[src/rtl/mouse_pos_latch_if.sv]
// vga_if: display timing bundle shared between pipeline stages.
// Only the vertical blanking flag is carried here.
interface vga_if;
    logic vblnk;

    modport IN  (input  vblnk);
    modport OUT (output vblnk);
endinterface

[src/rtl/mouse_pos_latch.sv]
// mouse_pos_latch: holds mouse position/click in a shadow and commits
// them to the overlay stage only on the rising edge of vertical blank.
// Ports: clk, rst_n (sync, active-low), in (vga_if.IN, vblnk used),
//   xpos_raw/ypos_raw/new_event/left from the mouse controller,
//   xpos/ypos (frame-stable), click (1-cycle commit pulse), pending.
// Option: define MOUSE_POS_CLAMP_EN to clamp x/y to H_MAX/V_MAX.
module mouse_pos_latch #(
    parameter int H_MAX = 1023,
    parameter int V_MAX = 767
) (
    input  logic        clk,
    input  logic        rst_n,
    vga_if.IN           in,
    input  logic [11:0] xpos_raw,
    input  logic [11:0] ypos_raw,
    input  logic        new_event,
    input  logic        left,
    output logic [11:0] xpos,
    output logic [11:0] ypos,
    output logic        click,
    output logic        pending
);

    typedef enum logic {
        IDLE = 1'b0,
        HOLD = 1'b1
    } state_t;

    localparam logic [11:0] H_LIM = 12'(H_MAX);
    localparam logic [11:0] V_LIM = 12'(V_MAX);

    function automatic logic [11:0] clamp_x(input logic [11:0] v);
        return (v > H_LIM) ? H_LIM : v;
    endfunction

    function automatic logic [11:0] clamp_y(input logic [11:0] v);
        return (v > V_LIM) ? V_LIM : v;
    endfunction

    state_t      state;
    logic [11:0] shadow_x;
    logic [11:0] shadow_y;
    logic        click_hold;
    logic        left_d;
    logic        vblnk_d;

    logic [11:0] cap_x;
    logic [11:0] cap_y;
    logic        frame_edge;
    logic        press;
    logic        commit;
    logic [11:0] next_x;
    logic [11:0] next_y;
    logic        next_hold;

`ifdef MOUSE_POS_CLAMP_EN
    assign cap_x = clamp_x(xpos_raw);
    assign cap_y = clamp_y(ypos_raw);
`else
    assign cap_x = xpos_raw;
    assign cap_y = ypos_raw;
`endif

    assign frame_edge = in.vblnk & ~vblnk_d;
    assign press      = new_event & left & ~left_d;

    // Values arriving on the commit cycle bypass the shadow.
    assign next_x    = new_event ? cap_x : shadow_x;
    assign next_y    = new_event ? cap_y : shadow_y;
    assign next_hold = click_hold | press;

    // Idle with a frame edge only commits when a bypassed event exists;
    // otherwise shadow already equals the outputs.
    assign commit = frame_edge & ((state == HOLD) | new_event);

    always_ff @(posedge clk) begin
        if (!rst_n) begin
            state      <= IDLE;
            shadow_x   <= '0;
            shadow_y   <= '0;
            click_hold <= 1'b0;
            left_d     <= 1'b0;
            vblnk_d    <= 1'b0;
            xpos       <= '0;
            ypos       <= '0;
            click      <= 1'b0;
            pending    <= 1'b0;
        end else begin
            vblnk_d <= in.vblnk;
            click   <= 1'b0;

            if (new_event) begin
                shadow_x <= cap_x;
                shadow_y <= cap_y;
                left_d   <= left;
            end

            if (commit) begin
                xpos       <= next_x;
                ypos       <= next_y;
                click      <= next_hold;
                click_hold <= 1'b0;
                state      <= IDLE;
                pending    <= 1'b0;
            end else if (new_event) begin
                click_hold <= next_hold;
                state      <= HOLD;
                pending    <= 1'b1;
            end
        end
    end

endmodule

[src/flat_wrapper.sv]
// flat-port wrapper written by rule: the top's interface ports become plain ports
module mouse_pos_latch_flat 
#(
    parameter int H_MAX = 1023,
    parameter int V_MAX = 767
)
  (clk, rst_n, xpos_raw, ypos_raw, new_event, left, xpos, ypos, click, pending, in_vblnk);
  vga_if in_i ();
  input  logic clk;
  input  logic rst_n;
  input  logic [11:0] xpos_raw;
  input  logic [11:0] ypos_raw;
  input  logic new_event;
  input  logic left;
  output logic [11:0] xpos;
  output logic [11:0] ypos;
  output logic click;
  output logic pending;
  input wire logic [$bits(in_i.vblnk)-1:0] in_vblnk;
  assign in_i.vblnk = in_vblnk;
  mouse_pos_latch #(.H_MAX(H_MAX), .V_MAX(V_MAX)) u_core (.clk(clk), .rst_n(rst_n), .in(in_i), .xpos_raw(xpos_raw), .ypos_raw(ypos_raw), .new_event(new_event), .left(left), .xpos(xpos), .ypos(ypos), .click(click), .pending(pending));
endmodule
[config.mk]
export PLATFORM = sky130hd
export DESIGN_NAME = mouse_pos_latch_flat
export DESIGN_NICKNAME = d
export VERILOG_FILES = /design/src/rtl/mouse_pos_latch_if.sv /design/src/rtl/mouse_pos_latch.sv /design/src/flat_wrapper.sv
export SDC_FILE = /design/constraint.sdc
export NUM_CORES = 1
export LEC_CHECK = 0
export BUFFER_PORTS_ARGS = -buffer_cell sky130_fd_sc_hd__buf_2
export CAP_MARGIN = 20
export CORE_AREA = 4 4 71 73
export DETAILED_ROUTE_END_ITERATION = 7
export DIE_AREA = 0 0 75 77
export GPL_TIMING_DRIVEN = 0
export HOLD_SLACK_MARGIN = 0.02
export PLACE_DENSITY = 0.74
export SYNTH_ARGS = -nofsm -noshare
export SYNTH_HDL_FRONTEND = slang
export SYNTH_SLANG_ARGS = --single-unit
export TNS_END_PERCENT = 100
[constraint.sdc]
create_clock -name clk -period 1.45 [get_ports clk]
set_clock_uncertainty 0.2 [all_clocks]
set_input_delay 0.0725 -clock clk [delete_from_list [all_inputs] [get_ports clk]]
set_output_delay 0.0725 -clock clk [all_outputs]
set_load 0.005 [all_outputs]
==> impl_metrics.json <==
{
  "status": "finished with violations",
  "violations": "setup timing",
  "ant_nets": 0,
  "power.density_nw_per_um2": 1020,
  "slew_headroom_pct": 74.1,
  "fmax_ghz": 0.646,
  "maxSlewViolCount": 0,
  "clock_latency_ns": 0.30,
  "initial_utilization_pct": 44.4,
  "critPathMaxStageDelay_ns": 0.59,
  "dieArea_um2": 5780,
  "port-buffer-count": 52,
  "drive_gt1_share_pct": 40.1,
  "wl_per_cell_um": 14.7,
  "crit_required_ns": 1.49,
  "viasPerCell": 4.81,
  "synth-async-reset-ratio_pct": 0,
  "cts_buffers": 5,
  "r2r_slack_ns": -0.1,
  "period_share_pct": 107,
  "cp.arrival_ns": 1.59,
  "min_period_ns": 1.55,
  "dp.final_hpwl_um": 2740,
  "crit_type": "reg2reg",
  "core.rowCount": 24,
  "num_vias": 1391,
  "ir_drop_uv": 561,
  "yosysMostFrequentCell": "dfxtp_1",
  "gp_congestion": 0.682,
  "synthTopCellsByCount": "dfxtp_1, nor2b_1, mux2i_1, o2bb2ai_2",
  "rsz0062_at_grt": "true",
  "yosys_warnings": 0,
  "worst-path-buf-inv": 1,
  "power.leakage_nw": 1.19,
  "ios": 55,
  "multi_input_comb_area_um2": 847,
  "design_area_um2": 2700,
  "ff2ff_path_depth": 4,
  "drtIter0Drc": 21,
  "r2r_end": "u_core.ypos[6]$_SDFFE_PN0P_",
  "crit_fanout": 10,
  "fillers": 342,
  "crit_path_start_kind": "flip-flop",
  "timing.rr.start": "u_core.pending$_SDFFE_PP0P_",
  "die_h_um": 77,
  "critical-path-top-delay-family": "simple AND/OR/NAND/NOR gates",
  "antenna_found_initial": 0,
  "synth_seq_cells": 53,
  "nets": 265,
  "critPathSlowestCell": "or4b_4",
  "cts_buffer_depth": 2,
  "die_w_um": 75,
  "synth_area_um2": 1930,
  "synthCells": 149,
  "htree_levels": 2,
  "synth_edf_count": 0,
  "grt_pass1_wl_um": 6880,
  "ys_types": 14,
  "hp-class": "in2reg",
  "ys.flop_type": "dfxtp_1",
  "area_growth_pct": 39.8,
  "grt_pass1_vias": 1427,
  "root_buffer": "clkbuf_8",
  "seqCellArea_um2": 1060,
  "pre_cts_ws_ns": -0.257,
  "fp.coreArea_um2": 4350,
  "yosys-top-cells-area": "dfxtp_1, o2bb2ai_2, mux2i_1",
  "firstDrtPassIters": 3,
  "synth-seq-area-share_pct": 54.9,
  "worstHoldStart": "in_vblnk",
  "grt_usage_pct": 15.7,
  "fin_ws_ns": -0.0983,
  "whs_path_depth": 4,
  "wl_um": 4260,
  "clkSinkCount": 53,
  "tightest_slew_ns": 0.388,
  "tritoncts": "built",
  "endpoint_kind": "flip-flop",
  "synthesis.nets": 178,
  "place_area_um2": 2270,
  "cts.clk_slew.worst_paths_ns": 0.09,
  "route.detailed.drc": 0,
  "antennaDiodeCount": 0,
  "synth_top_area_share_pct": 54.9,
  "synth_top_cell_by_area": "dfxtp_1",
  "grt-ovfl-total": 0,
  "syn_area_per_cell_um2": 13.0,
  "path_cells": "nor2_2 -> or4b_4 -> buf_8 -> o2bb2ai_4",
  "grt_max_degree": 16,
  "min_to": "u_core.ypos[2]$_SDFFE_PN0P_",
  "hold_viol": 0,
  "finalSetupViolCount": 24,
  "drv_cap": 0
}
[layout by cell type (no fill, tap or decap)]
cell type       n
buf_2          54
inv_1           2
mux2i_1        25
a31oi_1         1
clkinv_2        2
or4b_4          1
o2bb2ai_1       1
dfxtp_2         1
buf_8           1
dlygate4sd3_1  29
o2bb2ai_4       2
o31a_2          1
o2bb2ai_2      21
buf_4           1
buf_6           4
nor2b_1        27
nor2_2          2
clkbuf_8        5
and2_1          1
dfxtp_1        52
clkbuf_1        4
[report_power, final]
group / total [W] / internal (W) / switching [W]
logic: 0.000386 / 0.000209 / 0.000177
registers: 0.00157 / 0.00153 / 0.0000365
clock network: 0.000806 / 0.000336 / 0.000470
[per-layer routing]
| layer | vias up | wire [um] | part of all wire [%] | track usage (%) |
|---|---|---|---|---|
| met5 | - | 0 | 0 | 0 |
| met4 | 0 | 108 | 2.5 | 7.12 |
| met3 | 9 | 162 | 3.8 | 3.92 |
| met2 | 35 | 2070 | 49 | 24.6 |
| met1 | 654 | 1920 | 45 | 20.0 |
| li1 | 693 | - | - | - |
[cells by family (layout without fill, tap and decap cells)]
kind of cell,count (synthesis),in the layout,share of synthesized area (%)
flops,53,53,54.9
buf+inv,14,102,4.20
mux,25,25,12.9
simple gates,31,31,10.2
compound gates,26,26,17.8
[through the flow]
| step | std cells | power, W | util [%] | hold slack (ns) | TNS, ns |
|---|---|---|---|---|---|
| detailed placement | 253 | 0.00191 | 52.1 | 0.101 | -4.87 |
| finish | 289 | 0.00276 | 62.1 | 0.0303 | -1.85 |
| CTS | 290 | 0.00277 | 61.4 | 0.0534 | -1.97 |
| floorplan | 149 | 0.00179 | - | -0.00579 | -0.507 |
| global route | 289 | 0.00288 | 62.1 | 0.0461 | -2.74 |
| global placement | 253 | 0.00190 | 52.1 | 0.102 | -4.11 |
[area by class of cell]
cell class,instances,area share [%]
Timing Repair Buffer,82,20.8
Multi-Input combinational cell,82,31.3
Tap cell,52,2.41
Inverter,2,0.278
Clock buffer,6,2.68
Clock inverter,2,0.370
Sequential cell,53,39.3
Buffer,10,2.87
[how the worst max path moves through the flow]
stage	start	end	slack [ns]	cells past startpoint
global route	u_core.pending$_SDFFE_PP0P_	u_core.xpos[2]$_SDFFE_PN0P_	-0.14	4
CTS	u_core.pending$_SDFFE_PP0P_	u_core.ypos[6]$_SDFFE_PN0P_	-0.10	5
floorplan	u_core.pending$_SDFFE_PP0P_	u_core.xpos[0]$_SDFFE_PN0P_	-0.03	5
global placement	rst_n	u_core.ypos[2]$_SDFFE_PN0P_	-0.22	5
detailed placement	rst_n	u_core.ypos[6]$_SDFFE_PN0P_	-0.26	5
finish	u_core.pending$_SDFFE_PP0P_	u_core.ypos[6]$_SDFFE_PN0P_	-0.1	4
[state kept, by name, indices dropped and copies added (netlist names)]
| name | count |
|---|---|
| u_core.shadow_x | 12 |
| u_core.click | 1 |
| u_core.shadow_y | 12 |
| u_core.pending | 1 |
| u_core.click_hold | 1 |
| u_core.ypos | 12 |
| u_core.left_d | 1 |
| u_core.vblnk_d | 1 |
| u_core.xpos | 12 |
[timing repair]
item,4_1_cts,5_1_grt
hold buffers,29,0
buffers inserted,1,0
endpoints found under the hold margin,53,0
gates cloned,0,0
resized for setup,6,7
pin swaps,0,1
setup endpoints to repair,21,25
[worst reg2reg max path: cells and delay by family, from the launching register on]
kind            cells  cell delay (ns)
compound gates      1             0.12
buf+inv             1             0.19
flops               1             0.34
simple gates        2             0.64
Note: power is estimated with default switching activity, not from simulation.
